<file path="src/rtl/inst_queue_if.sv">
// -----------------------------------------------------------------------------
// inst_queue_if
// Bundles the fetch-side, decode-side and ROB flush signals of the instruction
// queue so the queue and its neighbours connect through one port.
//   master : the fetch/decode/ROB side (drives pushes, pops and flushes)
//   slave  : the queue itself (reports full/empty and presents the head entry)
// Signals:
//   IF_valid, IF_inst[31:0], IF_pc[31:0]  fetch push request and payload
//   IF_queue_is_full                      queue holds DEPTH entries
//   ID_enable                             decode consumes the head entry
//   ID_queue_is_empty                     queue holds no entries
//   ID_inst[31:0], ID_pc[31:0]            head entry (zero when empty)
//   ROB_clear                             flush on branch mispredict
// -----------------------------------------------------------------------------
interface inst_queue_if;
    logic        IF_valid;
    logic [31:0] IF_inst;
    logic [31:0] IF_pc;
    logic        IF_queue_is_full;
    logic        ID_enable;
    logic        ID_queue_is_empty;
    logic [31:0] ID_inst;
    logic [31:0] ID_pc;
    logic        ROB_clear;

    modport master (
        output IF_valid, IF_inst, IF_pc, ID_enable, ROB_clear,
        input  IF_queue_is_full, ID_queue_is_empty, ID_inst, ID_pc
    );

    modport slave (
        input  IF_valid, IF_inst, IF_pc, ID_enable, ROB_clear,
        output IF_queue_is_full, ID_queue_is_empty, ID_inst, ID_pc
    );
endinterface

</file>
<file path="src/rtl/inst_queue.sv">
// -----------------------------------------------------------------------------
// inst_queue
// Instruction FIFO between fetch and decode. Buffers instruction/PC pairs and
// presents the oldest one to decode combinationally from registered state, so
// decode can consume it in the same cycle. A ROB mispredict clear empties it.
// Ports:
//   clk  : system clock, rising edge
//   rst  : asynchronous active-low reset (clears pointers and count)
//   rdy  : global ready; when low all state is frozen
//   q    : inst_queue_if.slave (fetch push, decode pop, ROB clear, status)
// -----------------------------------------------------------------------------
module inst_queue #(
    parameter int DEPTH  = 16,
    parameter int ADDR_W = 4
) (
    input  logic          clk,
    input  logic          rst,
    input  logic          rdy,
    inst_queue_if.slave   q
);

    localparam logic [ADDR_W:0]   FULL_CNT = (ADDR_W + 1)'(DEPTH);
    localparam logic [ADDR_W:0]   ZERO_CNT = (ADDR_W + 1)'(0);
    localparam logic [ADDR_W:0]   ONE_CNT  = (ADDR_W + 1)'(1);
    localparam logic [ADDR_W-1:0] ZERO_PTR = ADDR_W'(0);
    localparam logic [ADDR_W-1:0] ONE_PTR  = ADDR_W'(1);

    logic [ADDR_W-1:0] head_q, head_d;
    logic [ADDR_W-1:0] tail_q, tail_d;
    logic [ADDR_W:0]   count_q, count_d;
    logic [31:0]       inst_buf_q [DEPTH];
    logic [31:0]       pc_buf_q   [DEPTH];

    logic push_ok;
    logic pop_ok;
    logic empty;
    logic full;

    assign empty = (count_q == ZERO_CNT);
    assign full  = (count_q == FULL_CNT);

    // Next-state for pointers and count: freeze, flush, or push/pop.
    always_comb begin
        head_d  = head_q;
        tail_d  = tail_q;
        count_d = count_q;
        push_ok = 1'b0;
        pop_ok  = 1'b0;
        if (!rdy) begin
            // frozen: hold everything, no storage write
            head_d  = head_q;
            tail_d  = tail_q;
            count_d = count_q;
        end else if (q.ROB_clear) begin
            // flush wins over any push or pop in the same cycle
            head_d  = ZERO_PTR;
            tail_d  = ZERO_PTR;
            count_d = ZERO_CNT;
        end else begin
            push_ok = q.IF_valid & ~full;
            pop_ok  = q.ID_enable & ~empty;
            // power-of-two depth: pointer overflow is the wrap
            if (push_ok) begin
                tail_d = tail_q + ONE_PTR;
            end else begin
                tail_d = tail_q;
            end
            if (pop_ok) begin
                head_d = head_q + ONE_PTR;
            end else begin
                head_d = head_q;
            end
            case ({push_ok, pop_ok})
                2'b10:   count_d = count_q + ONE_CNT;
                2'b01:   count_d = count_q - ONE_CNT;
                default: count_d = count_q;
            endcase
        end
    end

    // Pointer and occupancy registers.
    always_ff @(posedge clk or negedge rst) begin
        if (!rst) begin
            head_q  <= ZERO_PTR;
            tail_q  <= ZERO_PTR;
            count_q <= ZERO_CNT;
        end else begin
            head_q  <= head_d;
            tail_q  <= tail_d;
            count_q <= count_d;
        end
    end

    // Entry storage; not reset, only written on an accepted push.
    always_ff @(posedge clk) begin
        if (push_ok) begin
            inst_buf_q[tail_q] <= q.IF_inst;
            pc_buf_q[tail_q]   <= q.IF_pc;
        end
    end

    // Head presentation depends on registered state only; zero when empty.
    assign q.IF_queue_is_full  = full;
    assign q.ID_queue_is_empty = empty;
    assign q.ID_inst           = empty ? 32'h0000_0000 : inst_buf_q[head_q];
    assign q.ID_pc             = empty ? 32'h0000_0000 : pc_buf_q[head_q];

endmodule

</file>
<file path="src/flat_wrapper.sv">
// flat-port wrapper written by rule: the top's interface ports become plain ports
module inst_queue_flat 
#(
    parameter int DEPTH  = 16,
    parameter int ADDR_W = 4
)
  (clk, rst, rdy, q_IF_valid, q_IF_inst, q_IF_pc, q_ID_enable, q_ROB_clear, q_IF_queue_is_full, q_ID_queue_is_empty, q_ID_inst, q_ID_pc);
  inst_queue_if q_i ();
  input  logic clk;
  input  logic rst;
  input  logic rdy;
  input wire logic [$bits(q_i.IF_valid)-1:0] q_IF_valid;
  input wire logic [$bits(q_i.IF_inst)-1:0] q_IF_inst;
  input wire logic [$bits(q_i.IF_pc)-1:0] q_IF_pc;
  input wire logic [$bits(q_i.ID_enable)-1:0] q_ID_enable;
  input wire logic [$bits(q_i.ROB_clear)-1:0] q_ROB_clear;
  output wire logic [$bits(q_i.IF_queue_is_full)-1:0] q_IF_queue_is_full;
  output wire logic [$bits(q_i.ID_queue_is_empty)-1:0] q_ID_queue_is_empty;
  output wire logic [$bits(q_i.ID_inst)-1:0] q_ID_inst;
  output wire logic [$bits(q_i.ID_pc)-1:0] q_ID_pc;
  assign q_i.IF_valid = q_IF_valid;
  assign q_i.IF_inst = q_IF_inst;
  assign q_i.IF_pc = q_IF_pc;
  assign q_i.ID_enable = q_ID_enable;
  assign q_i.ROB_clear = q_ROB_clear;
  assign q_IF_queue_is_full = q_i.IF_queue_is_full;
  assign q_ID_queue_is_empty = q_i.ID_queue_is_empty;
  assign q_ID_inst = q_i.ID_inst;
  assign q_ID_pc = q_i.ID_pc;
  inst_queue #(.DEPTH(DEPTH), .ADDR_W(ADDR_W)) u_core (.clk(clk), .rst(rst), .rdy(rdy), .q(q_i));
endmodule
</file>
<file path="config.mk">
export PLATFORM = sky130hd
export DESIGN_NAME = inst_queue_flat
export DESIGN_NICKNAME = d
export VERILOG_FILES = /design/src/rtl/inst_queue_if.sv /design/src/rtl/inst_queue.sv /design/src/flat_wrapper.sv
export SDC_FILE = /design/constraint.sdc
export NUM_CORES = 1
export LEC_CHECK = 0
export BUFFER_PORTS_ARGS = -buffer_cell sky130_fd_sc_hd__buf_2
export CAP_MARGIN = 30
export CELL_PAD_IN_SITES_DETAIL_PLACEMENT = 0
export CELL_PAD_IN_SITES_GLOBAL_PLACEMENT = 1
export CORE_UTILIZATION = 55
export CTS_CLUSTER_SIZE = 16
export DETAILED_ROUTE_END_ITERATION = 6
export PLACE_DENSITY = 0.81
export SYNTH_ARGS = -nofsm -noshare
export SYNTH_HDL_FRONTEND = slang
export SYNTH_SLANG_ARGS = --single-unit
</file>
<file path="constraint.sdc">
create_clock -name clk -period 7.9 [get_ports clk]
set_input_delay 1.58 -clock clk [delete_from_list [all_inputs] [get_ports clk]]
set_output_delay 1.58 -clock clk [all_outputs]
set_load 0.01 [all_outputs]
</file>
# [Word-level counts from Yosys, hierarchy flattened]
# Memory sizes are Yosys's and may differ from the RTL's.
# Index checks and enable logic that the tools add are counted.
[op_classes] reduce_logical=7 mux=12 eq_ne=3 bitwise=4 add_sub_neg=4
[ops] cell="$mux W32" n=2
[ops] cell="$mux W4" n=4
[ops] cell="$pmux W5 S2" n=1
[ops] cell="$add A4 B1 Y4 const B" n=2
[ops] cell="$reduce_and A2 Y1" n=3
[ops] cell="$add A5 B1 Y5 const B" n=1
[ops] cell="$eq A5 B5 Y1 const B" n=1
[ops] cell="$logic_not A5 Y1" n=1
[ops] cell="$mux W5" n=1
[ops] cell="$sub A5 B1 Y5 const B" n=1
[ops] cell="$mux W1" n=4
[ops] cell="$reduce_bool A2 Y1" n=2
[ops] cell="$reduce_bool A3 Y1" n=1
[ops] cell="$and A1 B1 Y1" n=2
[ops] cell="$eq A2 B1 Y1 const B" n=1
[ops] cell="$eq A2 B2 Y1 const B" n=1
[ops] cell="$not A1 Y1" n=2
[totals] output_inout_bits=66 ram_bits=1024 regBits=13 in_bits=70 wordCells=35 n_memories=2
[memory_table] name="u_core.inst_buf_q" depth=16 width=32 rd=1 rd_clocked_by_memory_dff=0 wr=1 line="inst_queue.sv:31" text="logic [31:0] inst_buf_q [DEPTH];"
[memory_table] name="u_core.pc_buf_q" depth=16 width=32 rd=1 rd_clocked_by_memory_dff=0 wr=1 line="inst_queue.sv:32" text="logic [31:0] pc_buf_q [DEPTH];"

# [Longest topological paths before layout]
[logic_depth] depth_word=7 ltp_mapped=10 mapped_depth_nobuf=9

# [Least setup slack after synthesis]
# OpenSTA, ideal clock, no wires.
[synth_path] kind="input port to flip-flop" from="input rdy" to="memory u_core.inst_buf_q[3][0], enable pin" setup_ns=0.565 setup_slack_ns=0.735 path_buffers=0 required_time_ns=7.335 t_arrival_ns=6.601 path_stages=5 path_cell_list="clkinv_1 nor2_1 and2_1 nand2_1 nor3_1"
[synth_between] elab_chain_cells=3
[synth_rtl] element="start: declaration" line="flat_wrapper.sv:11" text="input logic rdy;"
[synth_rtl] element="$mux W1" line="inst_queue.sv:49" text="if (!rdy) begin"
[synth_rtl] element="$mux W1" line="inst_queue.sv:96" text="if (push_ok) begin"
[synth_rtl] element="$mux W1 (not written as such)" line="inst_queue.sv:97" text="inst_buf_q[tail_q] <= q.IF_inst;"
[synth_rtl] element="end: declaration" line="inst_queue.sv:31"
# Every way passes these cells.

# [Final worst setup path]
[layout_path] from="register u_core.head_q[0]" to="output q_ID_pc[3]"
[layout_between] elab_chain_cells=2
[layout_rtl] element="start: declaration" line="inst_queue.sv:28" text="logic [ADDR_W-1:0] head_q, head_d;"
[layout_rtl] element="start signal: assignment" line="inst_queue.sv:84" text="head_q <= ZERO_PTR;"
[layout_rtl] element="start signal: assignment" line="inst_queue.sv:88" text="head_q <= head_d;"
[layout_rtl] element="$mem_v2 Z16 W32"
[layout_rtl] element="$mux W32" line="inst_queue.sv:106" text="assign q.ID_pc = empty ? 32'h0000_0000 : pc_buf_q[head_q];"
[layout_rtl] element="end: declaration" line="flat_wrapper.sv:20" text="output wire logic [$bits(q_i.ID_pc)-1:0] q_ID_pc;"
# Every way passes these cells.

==> impl_metrics.tcl <==
set metrics [dict create \
    core_area_um2 71600 \
    required_ns 6.32 \
    die_area_um2 73600 \
    p_total_mw 13.0 \
    clockPowerShare 0.356 \
    antenna_left 0 \
    area_growth_pct 13.1 \
    crit_type "register to output pin" \
    crit_arrival_ns 3.60 \
    path_max_fanout 116 \
    synth_top_area_share 0.771 \
    rsz0062_at_grt "false" \
    max-vdd-ir-drop_mv 0.269 \
    intPower_mw 9.80 \
    syn_avg_cell_area_um2 24.7 \
    fmax_ghz 0.193 \
    synth_flop_cell "edfxtp_1" \
    p_comb_frac 0.167 \
    fin_cells 2849 \
    synth.area.top_cells "edfxtp_1 77%, mux4_2 18%, and2_1 1.0%" \
    grt_pass1_wl_mm 126 \
    antenna_found_initial 12 \
    drc 0 \
    drtIter0Drc 2065 \
    drive_gt1_frac 0.349 \
    fin_util 0.630 \
    fp.dieH_um 271 \
    nFillCells 4650 \
    max_slew_margin 0.244 \
    place_congestion 0.777 \
    async_flop_share 0.0125 \
    setup_ws_ns 2.72 \
    cts-root-buf "clkbuf_16" \
    synth_common_cells "1024 x edfxtp_1, 320 x mux4_2, 66 x and2_1" \
    wl_mm 86.2 \
    powerDensity_nw_per_um2 288 \
    synthCells 1617 \
    cts_sinks 1037 \
    synth-edff-count 1024 \
    worst_pin_slew_ns 1.13 \
    ys_seq_area_frac 0.779 \
    cp-start-kind "register" \
    syn-num-nets 1694 \
    dpl.hpwl_mm 43.0 \
    grt_pass1_vias 19100 \
    swShare 0.245 \
    synth_area_um2 39900 \
    via_per_inst 6.34 \
    cts_resized 0 \
    fin_crit_sh 0.655 \
    switchingPower_mw 3.19 \
    hold_buffers 0 \
    num_vias 18100 \
    die_w_um 271 \
    dp_cells 2656 \
    cts_buffers 102 \
    grt_max_degree 117 \
    ys_ff_latch 1037 \
    cts_buffer_depth 3 \
    ios 136 \
    overflow 0 \
    clk_pin_slew_ns 0.06 \
    initial_core_util 0.557 \
    ctsHtreeMaxLevel 3 \
    yosysMostFrequentCell "edfxtp_1" \
    setup_tns_ns 0 \
    synth.distinct_cells 44 \
    status "finished, final reports clean" \
    fin_worst_skew_ns 0.0201 \
    worstSetupEndpointType "output pin" \
    yosysTopAreaCell "edfxtp_1" \
    slew_violations 0 \
    drv_cap 0 \
    hold_viol_final 0 \
    clkLatencyLatePin_ns 0.65 \
    grt.total_usage 0.238 \
    cts_tree "done" \
    wire_per_inst_um 30.3 \
    seq_power_share 0.478 \
    nets 1890 \
    place_ws_ns 3.17 \
    post_cts_buffers 0 \
    fp-row-count 98 \
    hold_path_class "register to register" \
    numPortBuffers 135 \
    min_period_ns 5.18 \
    p_leak_nw 13.9 \
    finalSetupViolations 0 \
    yosysWarningCount 0 \
    drt-pass1-iter-count 6 \
]
## path summary, 6_finish.rpt
kind / from / to / slack (ns) / cells after the start
max reg2reg: u_core.count_q[1]$_DFFE_PN0P_ / u_core.inst_buf_q[6][30]$_DFFE_PP_ / 4.33 / 6
min reg2reg: u_core.tail_q[1]$_DFFE_PN0P_ / u_core.tail_q[1]$_DFFE_PN0P_ / 0.62 / 1
max: u_core.head_q[0]$_DFFE_PN0P_ / q_ID_pc[3] / 2.72 / 5
min: u_core.tail_q[1]$_DFFE_PN0P_ / u_core.tail_q[1]$_DFFE_PN0P_ / 0.62 / 1
max in group asynchronous: rst / u_core.head_q[1]$_DFFE_PN0P_ / 6.79 / 1
min in group asynchronous: rst / u_core.count_q[4]$_DFFE_PN0P_ / 0.82 / 1
## flip-flops by register name, indices dropped and copies added (netlist names)
signal and cells:
u_core.tail_q 4, u_core.count_q 5, u_core.head_q 4, u_core.pc_buf_q 512, u_core.inst_buf_q 512
## final cells by class
type | count | area [um^2] | share of cell area
Sequential cell | 1037 | 31100 | 0.689
Multi-Input combinational cell | 485 | 8390 | 0.186
Clock buffer | 120 | 2640 | 0.0585
Timing Repair Buffer | 178 | 1260 | 0.0280
Tap cell | 950 | 1190 | 0.0263
Clock inverter | 67 | 514 | 0.0114
Inverter | 9 | 33.8 | 0.000749
Antenna cell | 3 | 7.51 | 0.000166
## power by group through the flow
| stage | combinational, mW | clock, mW | sequential, mW |
|---|---|---|---|
| after floorplan | 1.59 | 0 | 6.28 |
| after global placement | 2.15 | 0 | 6.34 |
| after global routing | 2.33 | 4.88 | 6.21 |
| after CTS | 2.22 | 4.67 | 6.20 |
| after detailed placement | 2.19 | 0 | 6.32 |
| final | 2.17 | 4.62 | 6.20 |
## cells by family (layout without fill, tap and decap cells)
group / Yosys count / in the layout / synth area share
buf+inv: 95 / 374 / 0.0137
fa+ha+maj: 7 / 7 / 0.00220
other cells: 0 / 3 / 0
mux: 326 / 326 / 0.182
compound gates: 34 / 34 / 0.00615
xor+xnor: 3 / 3 / 0.000659
simple gates: 115 / 115 / 0.0162
flops: 1037 / 1037 / 0.779
## metrics by stage
stage                     hold slack, ns  cell area (um^2)
after floorplan                    0.548             39900
after global placement             0.590             41700
after detailed placement           0.598             41900
after CTS                          0.617             45000
after global routing               0.639             45100
final                              0.619             45100
## critical path, cell delays in order (launching register included)
cell	delay, ns
dfrtp_4	0.50
buf_12	0.55
mux4_2	0.69
mux4_2	0.52
and2_1	0.21
buf_2	0.15
## metal layers
layer | up-vias | wire length [um] | GRT usage
met2 | 885 | 44000 | 0.393
li1 | 7366 | - | -
met1 | 9672 | 33500 | 0.326
met5 | - | 72 | 0
met3 | 134 | 6920 | 0.0452
met4 | 12 | 1700 | 0.0704
## cells in the final DEF (no fill, tap or decap), types with 3 or more instances in the layout
cell type      n
clkbuf_16    103
a22o_1         3
diode_2        3
a21oi_1        5
dfrtp_4        4
mux4_2       320
inv_6          3
buf_12         5
clkinv_1      31
buf_2        135
clkinvlp_4     3
buf_4         28
nor2_1         9
ha_1           7
nor3_2         4
o21ai_0        7
buf_16        10
inv_1          8
clkbuf_1      17
nand2_1       10
bufinv_16      7
mux2i_1        4
and2_1        66
clkinv_2      21
nand3_1        3
nor2_4        12
dfrtp_1        9
edfxtp_1    1024
No activity file was read; power rests on OpenSTA's default activity.
